==> src/rtl/out_fm_to_store_fifo_if.sv <==
// Signal bundle between the tile unloader, the out_fm buffer read port and the store stage.
// slave = the unloader itself, master = its environment (controller, buffer, write master).
interface out_fm_to_store_fifo_if #(
   parameter int AW      = 16,
   parameter int DW      = 32,
   parameter int FIFO_AW = 6
);
   logic               unload_start;
   logic               unload_busy;
   logic               unload_done;
   logic [AW-1:0]      out_fm_rd_addr;
   logic               out_fm_rd_ena;
   logic [DW-1:0]      out_fm_rd_data;
   logic [DW-1:0]      store_fifo_data;
   logic               store_fifo_pop;
   logic               store_fifo_empty;
   logic [FIFO_AW:0]   store_fifo_count;

   modport slave (
      input  unload_start, out_fm_rd_data, store_fifo_pop,
      output unload_busy, unload_done, out_fm_rd_addr, out_fm_rd_ena,
             store_fifo_data, store_fifo_empty, store_fifo_count
   );

   modport master (
      output unload_start, out_fm_rd_data, store_fifo_pop,
      input  unload_busy, unload_done, out_fm_rd_addr, out_fm_rd_ena,
             store_fifo_data, store_fifo_empty, store_fifo_count
   );
endinterface

==> src/rtl/out_fm_to_store_fifo.sv <==
// Unloads one Tm x Tr x Tc output tile from the out_fm buffer into a store FIFO,
// issuing buffer reads only when the FIFO is guaranteed to have room for them.
module out_fm_to_store_fifo #(
   parameter int AW         = 16,
   parameter int DW         = 32,
   parameter int Tm         = 16,
   parameter int Tr         = 64,
   parameter int Tc         = 16,
   parameter int FIFO_AW    = 6,
   parameter int FIFO_DEPTH = 64
) (
   input  logic                  clk,
   input  logic                  rst,
   out_fm_to_store_fifo_if.slave bus_if
);
   localparam int                 TOTAL    = Tm * Tr * Tc;
   localparam logic [AW-1:0]      LAST_IDX = AW'(TOTAL - 1);
   localparam logic [FIFO_AW+1:0] DEPTH_W  = (FIFO_AW+2)'(FIFO_DEPTH);

   typedef enum logic [1:0] {IDLE, READ, WAIT} state_e;

   state_e             state_q;
   logic [AW-1:0]      issue_cnt_q;
   logic [AW-1:0]      rd_addr_q;
   logic               rd_ena_q;
   logic               busy_q;
   logic               done_q;

   logic [FIFO_AW-1:0] wr_ptr_q;
   logic [FIFO_AW-1:0] rd_ptr_q;
   logic [FIFO_AW:0]   count_q;
   logic [FIFO_AW:0]   count_d;
   logic               empty_q;
   logic [DW-1:0]      data_q;
   logic [DW-1:0]      fifo_mem [FIFO_DEPTH];

   logic               push;
   logic               pop_ok;
   logic               credit_ok;
   logic [FIFO_AW+1:0] occupancy;

   // Words already queued plus the single read still in flight from the 1-cycle buffer.
   assign occupancy = {1'b0, count_q} + {{(FIFO_AW+1){1'b0}}, rd_ena_q};
   assign credit_ok = occupancy < DEPTH_W;
   assign push      = rd_ena_q;
   assign pop_ok    = bus_if.store_fifo_pop && !empty_q;

   // NOTE: sequential state uses non-blocking (<=) so every register samples pre-edge values.
   always_ff @(posedge clk or posedge rst) begin
      if (rst) begin
         state_q     <= IDLE;
         issue_cnt_q <= '0;
         rd_addr_q   <= '0;
         rd_ena_q    <= 1'b0;
         busy_q      <= 1'b0;
         done_q      <= 1'b0;
      end else begin
         rd_ena_q <= 1'b0;
         done_q   <= 1'b0;
         unique case (state_q)
            IDLE: begin
               // A start landing on the done pulse is dropped; the next cycle's start is taken.
               if (bus_if.unload_start && !done_q) begin
                  state_q     <= READ;
                  busy_q      <= 1'b1;
                  issue_cnt_q <= '0;
               end
            end
            READ: begin
               if (credit_ok) begin
                  rd_ena_q    <= 1'b1;
                  rd_addr_q   <= issue_cnt_q;
                  issue_cnt_q <= issue_cnt_q + AW'(1);
                  if (issue_cnt_q == LAST_IDX) state_q <= WAIT;
               end
            end
            WAIT: begin
               if (rd_ena_q) begin
                  state_q <= IDLE;
                  busy_q  <= 1'b0;
                  done_q  <= 1'b1;
               end
            end
            default: state_q <= IDLE;
         endcase
      end
   end

   // NOTE: always_comb assigns a default first so no path can infer a latch.
   always_comb begin
      count_d = count_q;
      if (push && !pop_ok)      count_d = count_q + (FIFO_AW+1)'(1);
      else if (!push && pop_ok) count_d = count_q - (FIFO_AW+1)'(1);
   end

   always_ff @(posedge clk or posedge rst) begin
      if (rst) begin
         wr_ptr_q <= '0;
         rd_ptr_q <= '0;
         count_q  <= '0;
         empty_q  <= 1'b1;
         data_q   <= '0;
      end else begin
         if (push) wr_ptr_q <= wr_ptr_q + FIFO_AW'(1);
         if (pop_ok) begin
            rd_ptr_q <= rd_ptr_q + FIFO_AW'(1);
            data_q   <= fifo_mem[rd_ptr_q];
         end
         count_q <= count_d;
         empty_q <= (count_d == '0);
      end
   end

   // NOTE: storage array has no reset; pointers and count alone define which entries are valid.
   always_ff @(posedge clk) begin
      if (push) fifo_mem[wr_ptr_q] <= bus_if.out_fm_rd_data;
   end

   assign bus_if.unload_busy      = busy_q;
   assign bus_if.unload_done      = done_q;
   assign bus_if.out_fm_rd_addr   = rd_addr_q;
   assign bus_if.out_fm_rd_ena    = rd_ena_q;
   assign bus_if.store_fifo_data  = data_q;
   assign bus_if.store_fifo_empty = empty_q;
   assign bus_if.store_fifo_count = count_q;
endmodule

==> src/flat_wrapper.sv <==
// flat-port wrapper written by rule: the top's interface ports become plain ports
module out_fm_to_store_fifo_flat 
#(
   parameter int AW         = 16,
   parameter int DW         = 32,
   parameter int Tm         = 16,
   parameter int Tr         = 64,
   parameter int Tc         = 16,
   parameter int FIFO_AW    = 6,
   parameter int FIFO_DEPTH = 64
)
  (clk, rst, bus_if_unload_start, bus_if_out_fm_rd_data, bus_if_store_fifo_pop, bus_if_unload_busy, bus_if_unload_done, bus_if_out_fm_rd_addr, bus_if_out_fm_rd_ena, bus_if_store_fifo_data, bus_if_store_fifo_empty, bus_if_store_fifo_count);
  out_fm_to_store_fifo_if #(.AW(AW), .DW(DW), .FIFO_AW(FIFO_AW)) bus_if_i ();
  input  logic clk;
  input  logic rst;
  input wire logic [$bits(bus_if_i.unload_start)-1:0] bus_if_unload_start;
  input wire logic [$bits(bus_if_i.out_fm_rd_data)-1:0] bus_if_out_fm_rd_data;
  input wire logic [$bits(bus_if_i.store_fifo_pop)-1:0] bus_if_store_fifo_pop;
  output wire logic [$bits(bus_if_i.unload_busy)-1:0] bus_if_unload_busy;
  output wire logic [$bits(bus_if_i.unload_done)-1:0] bus_if_unload_done;
  output wire logic [$bits(bus_if_i.out_fm_rd_addr)-1:0] bus_if_out_fm_rd_addr;
  output wire logic [$bits(bus_if_i.out_fm_rd_ena)-1:0] bus_if_out_fm_rd_ena;
  output wire logic [$bits(bus_if_i.store_fifo_data)-1:0] bus_if_store_fifo_data;
  output wire logic [$bits(bus_if_i.store_fifo_empty)-1:0] bus_if_store_fifo_empty;
  output wire logic [$bits(bus_if_i.store_fifo_count)-1:0] bus_if_store_fifo_count;
  assign bus_if_i.unload_start = bus_if_unload_start;
  assign bus_if_i.out_fm_rd_data = bus_if_out_fm_rd_data;
  assign bus_if_i.store_fifo_pop = bus_if_store_fifo_pop;
  assign bus_if_unload_busy = bus_if_i.unload_busy;
  assign bus_if_unload_done = bus_if_i.unload_done;
  assign bus_if_out_fm_rd_addr = bus_if_i.out_fm_rd_addr;
  assign bus_if_out_fm_rd_ena = bus_if_i.out_fm_rd_ena;
  assign bus_if_store_fifo_data = bus_if_i.store_fifo_data;
  assign bus_if_store_fifo_empty = bus_if_i.store_fifo_empty;
  assign bus_if_store_fifo_count = bus_if_i.store_fifo_count;
  out_fm_to_store_fifo #(.AW(AW), .DW(DW), .Tm(Tm), .Tr(Tr), .Tc(Tc), .FIFO_AW(FIFO_AW), .FIFO_DEPTH(FIFO_DEPTH)) u_core (.clk(clk), .rst(rst), .bus_if(bus_if_i));
endmodule
==> config.mk <==
export PLATFORM = sky130hd
export DESIGN_NAME = out_fm_to_store_fifo_flat
export DESIGN_NICKNAME = d
export VERILOG_FILES = /design/src/rtl/out_fm_to_store_fifo_if.sv /design/src/rtl/out_fm_to_store_fifo.sv /design/src/flat_wrapper.sv
export SDC_FILE = /design/constraint.sdc
export NUM_CORES = 2
export LEC_CHECK = 0
export BUFFER_PORTS_ARGS = -buffer_cell sky130_fd_sc_hd__buf_2
export CAP_MARGIN = 20
export CORE_UTILIZATION = 33
export CTS_CLUSTER_DIAMETER = 60
export DETAILED_ROUTE_END_ITERATION = 16
export HOLD_SLACK_MARGIN = 0.06
export PLACE_DENSITY_LB_ADDON = 0.25
export SYNTH_ARGS = -nofsm -noshare
export SYNTH_HDL_FRONTEND = slang
export SYNTH_SLANG_ARGS = --single-unit
==> constraint.sdc <==
create_clock -name clk -period 3.36 [get_ports clk]
set_clock_uncertainty 0.15 [all_clocks]
set_input_delay 0.336 -clock clk [delete_from_list [all_inputs] [get_ports clk]]
set_output_delay 0.336 -clock clk [all_outputs]
set_load 0.01 [all_outputs]
==> impl_metrics.ini <==
[synth]
yosys_warnings = 0
synthAdderAreaFrac = 0.000762
synth-seq-cells = 2137
synth-edff-count = 2048
ys_types = 70
synthSimpleGateAreaFrac = 0.0218
synth_compound_area_frac = 0.0361
synthesis.area_sq_um = 82100
syn_nets = 3887
synthArstFlopShare = 0.0416
synthCells = 3846
synth_top_family_by_area = multiplexers
synthMuxAreaShare = 0.147
yosys_most_used_dff = edfxtp_1
syn_area_per_cell_sq_um = 21.3
yosysSeqAreaShare = 0.776
synth_xor_area_frac = 0.00277

[pwr]
switchingPower_mw = 26.4
p_comb_frac = 0.303
p_seq_frac = 0.399
p_leak_nw = 31.4
finalPower_mw = 82.5
peakVddDrop_mv = 0.461
switching_share = 0.320
p_clk_frac = 0.298
power_density_nw_per_um2 = 843
internal-power_mw = 56.1

[route]
vias_per_cell = 5.38
first_pass_iters = 5
dr_wl_met3_mm = 17.4
drt-met1-wl_mm = 105
dr.max_layer_used = met5
vias = 42107
wl_mm = 245
routed-wl-met2_mm = 118
drc_errors = 0
ant_nets = 0
wl_per_cell_microns = 31.3
drtIter0Drc = 5133

[cts]
cts_num_sinks = 2137
numCtsBuffers = 222
cts_setup_buffers = 0
clk_transition_reported_paths_ns = 0.06
cts_max_path_buffers = 3
tritoncts = yes
cts-root-buf = clkbuf_16
clkLatencyLatePin_ns = 0.88
htreeDepth = 4

[cells_and_area]
stdcell_count = 7832
fin_area_sq_um = 97800
final_core_util = 0.397
syn_to_final_growth_pct = 19.2
final_nets = 4368
drive_above_1_share = 0.290
fillerInstances = 21846

[floorplan]
ios = 95
rows = 182
die_w_microns = 501
dieArea_sq_um = 251000
die_h_microns = 501
start_util = 0.333
core_area_sq_um = 247000

[sta]
layout_setup_ws_ns = 0.117
worst_pin_slew_ns = 1.07
fin_crit_sh = 0.965
finalSetupTns_ns = 0
clock.fmax_mhz = 308
whs_ns = 0.102
relSlewSlack = 0.287
hold_violations = 0
setup_violations = 0
final-max-slew-violation-count = 0
min_period_ns = 3.24
rsz0062_at_grt = false

[outcome]
status = finished clean

[setup_path]
cp.arrival_ns = 3.79
critPathMaxStageDelay_ns = 0.73
cp_cell_sequence = buf_12 > buf_12 > mux4_2 > a22oi_1 > nand4_1 > a32oi_2 > o31ai_1
cp-end-kind = flop
critical_path_class = reg2reg
critPathLaunchType = flop
cp_top_family = compound AO/OA/AOI/OAI gates
path_buf_inv = 2
crit_top_cell = buf_12
cp_max_fo = 16
slowest_stage = dfrtp_4
required_ns = 3.91

[hold_path]
hold_path.class = in2async

[placement]
place_area_sq_um = 89700
gp_congestion = 0.783
place_inst = 7363
numPortBuffers = 94
dp_hpwl_mm = 141
pre_cts_ws_ns = -0.225

[global_routing]
grt_pass1_vias = 42143
grt_usage = 0.194
grt_antenna_before_repair = 20
grt_pass1_wl_mm = 339
overflow = 0
grt_max_degree = 65

[job]
max_cap_violations = 0
synth_stat cells, types with 28 or more instances:
cell type  count  area [sq um]
a21oi_1       36           180
a22oi_1       68           510
buf_2         52           260
buf_4         49           368
clkbuf_1      80           300
dfrtp_1       88          2200
edfxtp_1    2048         61500
mux2_2        28           315
mux2i_1      235          2350
mux4_2       416          9370
nand2_1      110           413
nand3_1       42           210
nor2_1       121           454
nor2b_1       37           231
o21ai_0       28           140
o221ai_1      37           324
o22ai_1       33           206
path summary, 6_finish.rpt:
path	from	slack (ns)	end	cells after the start
min	rst	0.10	u_core.bus_if.store_fifo_data[7]$_DFFE_PP0P_	3
min in group clk	bus_if_out_fm_rd_data[20]	0.24	u_core.fifo_mem[32][20]$_DFFE_PP_	2
min reg2reg	u_core.bus_if.out_fm_rd_addr[1]$_DFFE_PP0P_	0.32	u_core.bus_if.out_fm_rd_addr[1]$_DFFE_PP0P_	2
max	u_core.rd_ptr_q[0]$_DFFE_PP0P_	0.12	u_core.bus_if.store_fifo_data[1]$_DFFE_PP0P_	7
max in group asynchronous	rst	1.99	u_core.bus_if.store_fifo_data[24]$_DFFE_PP0P_	4
max reg2reg	u_core.rd_ptr_q[0]$_DFFE_PP0P_	0.12	u_core.bus_if.store_fifo_data[1]$_DFFE_PP0P_	7
power by group through the flow:
stage / clock, mW / combinational [mW] / sequential [mW]
CTS: 25.0 / 25.1 / 33.0
finish: 24.6 / 25.0 / 32.9
global placement: 0 / 24.9 / 33.4
global route: 26.0 / 26.3 / 33.1
floorplan: 0 / 14.4 / 32.7
detailed placement: 0 / 24.9 / 33.5
tightest hold or removal path: stages:
cell	delay, ns
dlygate4sd3_1	0.54
buf_2	0.14
inv_4	0.62
per-layer routing:
layer	vias up	track usage
met1	23003	0.270
met5	-	0
met3	304	0.0334
li1	17156	-
met4	8	0.0504
met2	1636	0.314
cells in the final DEF (no fill, tap or decap), drive strengths merged, types with 11 or more instances in the layout:
cell,instances
o21ai,33
dfrtp,88
o22ai,33
a2111oi,23
a211oi,22
nand2,110
buf,440
nand3,42
a221o,19
nor2,121
a211o,13
and2,12
clkbuf,305
mux4,416
o22a,12
bufinv,18
dlygate4sd3,35
edfxtp,2048
nor2b,37
inv,21
a221oi,23
a21oi,36
nand2b,11
mux2i,235
clkinv,74
a22oi,68
mux2,28
nand4,12
xnor2,16
o221ai,37
cell families (layout without fill, tap and decap cells):
kind of cell | after synthesis | in the layout
DFF | 2137 | 2137
AOI/OAI and AO/OA | 388 | 388
other | 0 | 1
and+or+nand+nor | 385 | 385
xor gates and xnor gates | 26 | 26
muxes | 679 | 679
adders and majority gates | 5 | 5
buffers and inverters | 226 | 899
sequential cells by signal (all words and copies together), names as in the netlist:
register and count:
u_core.bus_if.out_fm_rd_addr 16, u_core.bus_if.out_fm_rd_ena 1, u_core.bus_if.store_fifo_count 7, u_core.bus_if.store_fifo_data 32, u_core.bus_if.store_fifo_empty 1, u_core.bus_if.unload_busy 1
u_core.bus_if.unload_done 1, u_core.fifo_mem 2048, u_core.issue_cnt_q 16, u_core.rd_ptr_q 6, u_core.state_q 2, u_core.wr_ptr_q 6
area by class of cell:
cell class / instances / area, sq um / area share
clock buffer: 305 / 6110 / 0.0625
inverter: 8 / 32.5 / 0.000333
antenna: 1 / 2.50 / 0.0000256
clock inverter: 111 / 1220 / 0.0125
multi-input combinational: 1483 / 17700 / 0.181
timing repair buffer: 475 / 4850 / 0.0496
tap: 3312 / 4140 / 0.0424
sequential: 2137 / 63700 / 0.652
repair_timing:
action                                  CTS  global route
hold endpoints to repair                643           960
resized for setup                         4             9
hold buffers                             19            16
endpoints found under the setup margin    4             7
pin swaps                                 0             1
gates cloned                              0             0
Power figures use the tool's default switching activity.
